[src/rtl/ntt_pkg.sv]
// Shared constants, FSM state and bus-owner encodings for the NTT coefficient BRAM arbiter.
package ntt_pkg;

  localparam int ADDR_W = 8;
  localparam int DATA_W = 12;
  localparam int Q      = 3329;

  typedef enum logic [1:0] {
    IDLE   = 2'd0,
    LAUNCH = 2'd1,
    RUN    = 2'd2,
    FINISH = 2'd3
  } state_e;

  typedef enum logic {
    OWN_HOST = 1'b0,
    OWN_CORE = 1'b1
  } owner_e;

  // The core holds the BRAM from the launch cycle until the transform ends.
  function automatic owner_e owner_of(input state_e s);
    return ((s == LAUNCH) || (s == RUN)) ? OWN_CORE : OWN_HOST;
  endfunction

endpackage

[src/rtl/ntt_watchdog.sv]
// Cycle counter for the transform watchdog: clear, count-enable and a combinational expire flag.
module ntt_watchdog #(
  parameter int CNT_W   = 16,
  parameter int TIMEOUT = 4096
) (
  input  logic clk,
  input  logic rst,
  input  logic clr,
  input  logic en,
  output logic expire
);

  logic [CNT_W-1:0] cnt_q;
  logic [CNT_W-1:0] cnt_d;

  always_comb begin
    cnt_d = cnt_q;
    if (clr) begin
      cnt_d = '0;
    end else if (en) begin
      cnt_d = cnt_q + 1'b1;
    end
  end

  always_ff @(posedge clk or posedge rst) begin
    if (rst) begin
      cnt_q <= '0;
    end else begin
      cnt_q <= cnt_d;
    end
  end

  // Fires in the TIMEOUT-th enabled cycle after a clear.
  assign expire = en && (cnt_q == CNT_W'(TIMEOUT - 1));

endmodule

[src/rtl/ntt_bram_arbiter.sv]
// Coefficient BRAM arbiter between the AXI host port and the NTT core, plus run sequencing,
// start-edge detection, status flags, watchdog abort and range rejection of host writes.
module ntt_bram_arbiter #(
  parameter int ADDR_W  = ntt_pkg::ADDR_W,
  parameter int DATA_W  = ntt_pkg::DATA_W,
  parameter int Q       = ntt_pkg::Q,
  parameter int TIMEOUT = 4096,
  parameter int CNT_W   = 16
) (
  input  logic              clk,
  input  logic              rst,
  input  logic              start,
  input  logic              mode,
  input  logic [ADDR_W-1:0] host_addr,
  input  logic [DATA_W-1:0] host_din,
  input  logic              host_we,
  input  logic              host_en,
  output logic [DATA_W-1:0] host_dout,
  input  logic [ADDR_W-1:0] core_addr,
  input  logic [DATA_W-1:0] core_din,
  input  logic              core_we,
  input  logic              core_en,
  output logic [DATA_W-1:0] core_dout,
  input  logic              core_done,
  output logic              core_start,
  output logic              core_mode,
  output logic [ADDR_W-1:0] bram_addr,
  output logic [DATA_W-1:0] bram_din,
  output logic              bram_we,
  output logic              bram_en,
  input  logic [DATA_W-1:0] bram_dout,
  output logic              busy,
  output logic              done,
  output logic              irq,
  output logic              err_busy,
  output logic              err_range,
  output logic              err_timeout
);

  import ntt_pkg::*;

  state_e state_q, state_d;
  logic   start_q;
  logic   mode_q, mode_d;
  logic   done_q, done_d;
  logic   err_busy_q, err_busy_d;
  logic   err_range_q, err_range_d;
  logic   err_timeout_q, err_timeout_d;
  logic   rd_grant_q, rd_grant_d;

  logic   start_edge;
  logic   core_owns;
  logic   host_range_bad;
  logic   wd_clr;
  logic   wd_en;
  logic   wd_expire;

  assign start_edge     = start & ~start_q;
  assign core_owns      = (owner_of(state_q) == OWN_CORE);
  assign host_range_bad = host_en & host_we & (host_din >= DATA_W'(Q));

  ntt_watchdog #(
    .CNT_W   (CNT_W),
    .TIMEOUT (TIMEOUT)
  ) u_watchdog (
    .clk    (clk),
    .rst    (rst),
    .clr    (wd_clr),
    .en     (wd_en),
    .expire (wd_expire)
  );

  always_comb begin
    state_d       = state_q;
    mode_d        = mode_q;
    done_d        = done_q;
    err_busy_d    = err_busy_q;
    err_range_d   = err_range_q;
    err_timeout_d = err_timeout_q;
    wd_clr        = 1'b0;
    wd_en         = 1'b0;

    case (state_q)
      IDLE: begin
        if (start_edge) begin
          mode_d        = mode;
          done_d        = 1'b0;
          err_busy_d    = 1'b0;
          err_range_d   = 1'b0;
          err_timeout_d = 1'b0;
          state_d       = LAUNCH;
        end
      end
      LAUNCH: begin
        wd_clr  = 1'b1;
        state_d = RUN;
      end
      RUN: begin
        wd_en = 1'b1;
        // A real completion wins over a watchdog expiry landing in the same cycle.
        if (core_done) begin
          done_d  = 1'b1;
          state_d = FINISH;
        end else if (wd_expire) begin
          done_d        = 1'b1;
          err_timeout_d = 1'b1;
          state_d       = FINISH;
        end
      end
      FINISH: begin
        state_d = IDLE;
      end
      default: begin
        state_d = IDLE;
      end
    endcase

    // A host access that coincides with the start edge is still granted, so its flags stick.
    if (host_en && core_owns) begin
      err_busy_d = 1'b1;
    end
    if (host_range_bad && !core_owns) begin
      err_range_d = 1'b1;
    end
  end

  assign rd_grant_d = host_en & ~host_we & ~core_owns;

  always_comb begin
    bram_addr = host_addr;
    bram_din  = host_din;
    bram_we   = host_en & host_we & ~host_range_bad;
    bram_en   = host_en;
    if (core_owns) begin
      bram_addr = core_addr;
      bram_din  = core_din;
      bram_we   = core_we;
      bram_en   = core_en;
    end
  end

  always_ff @(posedge clk or posedge rst) begin
    if (rst) begin
      state_q       <= IDLE;
      start_q       <= 1'b0;
      mode_q        <= 1'b0;
      done_q        <= 1'b0;
      err_busy_q    <= 1'b0;
      err_range_q   <= 1'b0;
      err_timeout_q <= 1'b0;
      rd_grant_q    <= 1'b0;
    end else begin
      state_q       <= state_d;
      start_q       <= start;
      mode_q        <= mode_d;
      done_q        <= done_d;
      err_busy_q    <= err_busy_d;
      err_range_q   <= err_range_d;
      err_timeout_q <= err_timeout_d;
      rd_grant_q    <= rd_grant_d;
    end
  end

  assign host_dout   = rd_grant_q ? bram_dout : '0;
  assign core_dout   = bram_dout;
  assign core_start  = (state_q == LAUNCH);
  assign core_mode   = mode_q;
  assign busy        = core_owns;
  assign irq         = (state_q == FINISH);
  assign done        = done_q;
  assign err_busy    = err_busy_q;
  assign err_range   = err_range_q;
  assign err_timeout = err_timeout_q;

endmodule

[config.mk]
export PLATFORM = sky130hd
export DESIGN_NAME = ntt_bram_arbiter
export DESIGN_NICKNAME = d
export VERILOG_FILES = /design/src/rtl/ntt_pkg.sv /design/src/rtl/ntt_watchdog.sv /design/src/rtl/ntt_bram_arbiter.sv
export SDC_FILE = /design/constraint.sdc
export NUM_CORES = 1
export LEC_CHECK = 0
export BUFFER_PORTS_ARGS = -buffer_cell sky130_fd_sc_hd__buf_4
export CORE_ASPECT_RATIO = 0.9
export CORE_MARGIN = 4
export CORE_UTILIZATION = 30
export DETAILED_ROUTE_END_ITERATION = 12
export PLACE_DENSITY_LB_ADDON = 0.1
export SLEW_MARGIN = 10
export SYNTH_ARGS = -nofsm -noshare
export SYNTH_HDL_FRONTEND = slang
export SYNTH_SLANG_ARGS = --single-unit
[constraint.sdc]
create_clock -name clk -period 1.8 [get_ports clk]
set_input_delay 0.09 -clock clk [delete_from_list [all_inputs] [get_ports clk]]
set_output_delay 0.09 -clock clk [all_outputs]
set_load 0.005 [all_outputs]
==> results.json <==
{
  "rows": 25,
  "final_cells": 368,
  "grt_pass1_wl_um": 7852,
  "clock_path_buffers": 2,
  "synth_flop_cell": "dfrtp_1",
  "synth_edf_count": 0,
  "critical_path_arrival_ns": 1.68,
  "placedInstanceArea_mm2": 0.002641,
  "crit_type": "flop to output pin",
  "yosysUniqueCellTypes": 30,
  "syn_inst": 179,
  "viasPerCell": 4.573,
  "synth_area_mm2": 0.001708,
  "dieWidth_um": 87.54,
  "htree_levels": 1,
  "yosysSeqAreaShare_pct": 36.63,
  "final_cell_mix": "132 x buf_4, 25 x dfrtp_1, 22 x mux2_2, 16 x nand2_1, 12 x and2_1",
  "status": "completed",
  "crit_path_start_kind": "flop",
  "die-area_mm2": 0.006966,
  "synth_warnings": 0,
  "io_buffers": 114,
  "antenna_cells": 0,
  "dp_hpwl_um": 4213,
  "final_common_cell": "buf_4",
  "finClkSkew_ns": 0.001549,
  "cts.root.buffer_cell": "clkbuf_8",
  "synthToLayoutAreaGrowth_pct": 64.91,
  "crit_fanout": 17,
  "numCtsBuffers": 3,
  "die_y_um": 79.58,
  "finalHoldViolCount": 0,
  "crit_path_end_kind": "output pin",
  "min_period_ns": 1.766,
  "ir_drop_mv": 0.9777,
  "track_usage_pct": 14.04,
  "synth-async-reset-ratio_pct": 100.0,
  "drc": 0,
  "postLayoutCellArea_mm2": 0.002816,
  "boundaryPins": 115,
  "post_drt_wl_per_cell_um": 14.08,
  "period_share_pct": 98.10,
  "maxCapViolCount": 0,
  "rsz0062_at_grt": "yes",
  "antenna_found_initial": 0,
  "dpl.cell_count": 355,
  "clk_pin_slew_ns": 0.08,
  "drtIter0Drc": 48,
  "num_vias": 1683,
  "cts_tree": "yes",
  "clk_latency_ns": 0.27,
  "tightest_slew_ns": 0.3253,
  "final_max_slew_viol_count": 0,
  "core_area_mm2": 0.005380,
  "grt_pass1_vias": 1693,
  "timing.fmax_mhz": 566.3,
  "first_pass_iters": 4,
  "power_density_mw_per_mm2": 1342,
  "nNetsFinal": 368,
  "ant_nets": 0,
  "max_slew_margin_pct": 78.31,
  "hp-class": "primary input to flop",
  "cp.required_ns": 1.71,
  "start_util_pct": 31.74,
  "grt_max_degree": 26,
  "p_leak_uw": 0.001421,
  "drive_above_1_share_pct": 57.14,
  "syn_nets": 245,
  "ys_ff_latch": 25,
  "clock_sinks": 25,
  "place.gp.congestion": 0.7509,
  "drt-total-wl_um": 5183,
  "synth_area_per_cell_um2": 9.541,
  "grt.overflow.total": 0,
  "setup_viol": 0
}
## area by class of cell
class	count	area [um^2]
repair buffers	138	1080
well taps	67	83.83
clock buffers	4	45.04
flip-flops and latches	25	625.6
multi-input cells	128	959.7
inverters	6	22.52
fillers	540	2564
## metrics by stage
stage	total power [uW]	util [%]	setup TNS, ns	setup WS (ns)	hold WS, ns
CTS	3736	51.44	0	0.0006366	0.04788
global route	4099	52.35	-0.5277	-0.03554	0.05783
floorplan	1968	-	0	0.02001	0.1173
detailed placement	3133	49.09	0	0.03684	0.1708
finish	3780	52.35	0	0.03420	0.04907
global placement	3122	49.09	0	0.1024	0.1660
## worst paths after layout
path / startpoint / endpoint / slack, ns / depth (start not counted)
min reg2reg: err_range$_DFFE_PP0P_ / err_range$_DFFE_PP0P_ / 0.51 / 2
min: mode / core_mode$_DFFE_PP0P_ / 0.05 / 2
max in group asynchronous: rst / u_watchdog.cnt_q[14]$_DFFE_PP0N_ / 1.12 / 4
max reg2reg: state_q[0]$_DFFE_PP0P_ / u_watchdog.cnt_q[15]$_DFFE_PP0N_ / 0.05 / 7
max: state_q[0]$_DFFE_PP0P_ / bram_addr[1] / 0.03 / 5
min in group asynchronous: rst / err_timeout$_DFFE_PP0P_ / 0.42 / 4
## critical path, cell delays in order, from the launching register on
cell and delay (ns):
dfrtp_1 0.37, inv_2 0.06, ha_4 0.32, buf_12 0.16, mux2_2 0.35, buf_4 0.14
## routing by layer
metal / share of wire, % / up-vias / routed length [um] / track usage (%)
met3: 7.1 / 5 / 366 / 3.302
li1: - / 857 / - / -
met1: 38 / 766 / 1991 / 17.58
met2: 54 / 55 / 2795 / 25.00
met4: 0.56 / 0 / 29 / 1.687
met5: 0 / - / 0 / 0
## cell families (layout without fill, tap and decap cells)
| kind of cell | count (synthesis) | after routing | share of synthesized area (%) |
|---|---|---|---|
| compound gates | 24 | 24 | 8.426 |
| xor+xnor | 7 | 7 | 3.590 |
| fa+ha+maj | 5 | 5 | 3.663 |
| buf+inv | 26 | 148 | 9.011 |
| flops | 25 | 25 | 36.63 |
| mux | 23 | 23 | 15.38 |
| simple gates | 69 | 69 | 23.30 |
## registers in the layout (all words and copies together), names as in the netlist
| name | flops |
|---|---|
| core_mode | 1 |
| err_range | 1 |
| rd_grant_q | 1 |
| err_timeout | 1 |
| done | 1 |
| err_busy | 1 |
| u_watchdog.cnt_q | 16 |
| state_q | 2 |
| start_q | 1 |
## power breakdown
part	switching (uW)	internal [uW]
combinational	1020	1650
sequential	92.3	680
clock	175	158
total	1290	2490
## what timing repair did
action | 4_1_cts | 5_1_grt
pin swaps | 1 | 4
hold buffers | 3 | 0
endpoints found under the hold margin | 27 | 0
setup endpoints to repair | 21 | 22
setup buffers | 1 | 4
cloned | 1 | 0
resized for setup | 7 | 6
## cell usage after synthesis (2+ instances only)
cell type,n,share of area [%]
inv_1,6,1.3
clkbuf_1,5,1.1
o21ai_0,10,2.9
nor2_1,11,2.4
nand2b_1,2,0.73
xor2_1,6,3.1
nand3_4,2,2.1
and2_1,13,4.8
or4_1,2,0.88
nor4_1,3,1.1
ha_1,5,3.7
nand3_1,3,0.88
nand4_1,4,1.5
buf_4,15,6.6
and3_1,3,1.1
a22o_1,2,1.0
a21oi_1,6,1.8
dfrtp_1,25,37
nand2_1,16,3.5
nand3b_1,2,0.88
o211ai_1,3,1.3
mux2_2,22,15
or3_1,3,1.1
and4_1,4,2.1
Power figures use the tool's default switching activity.
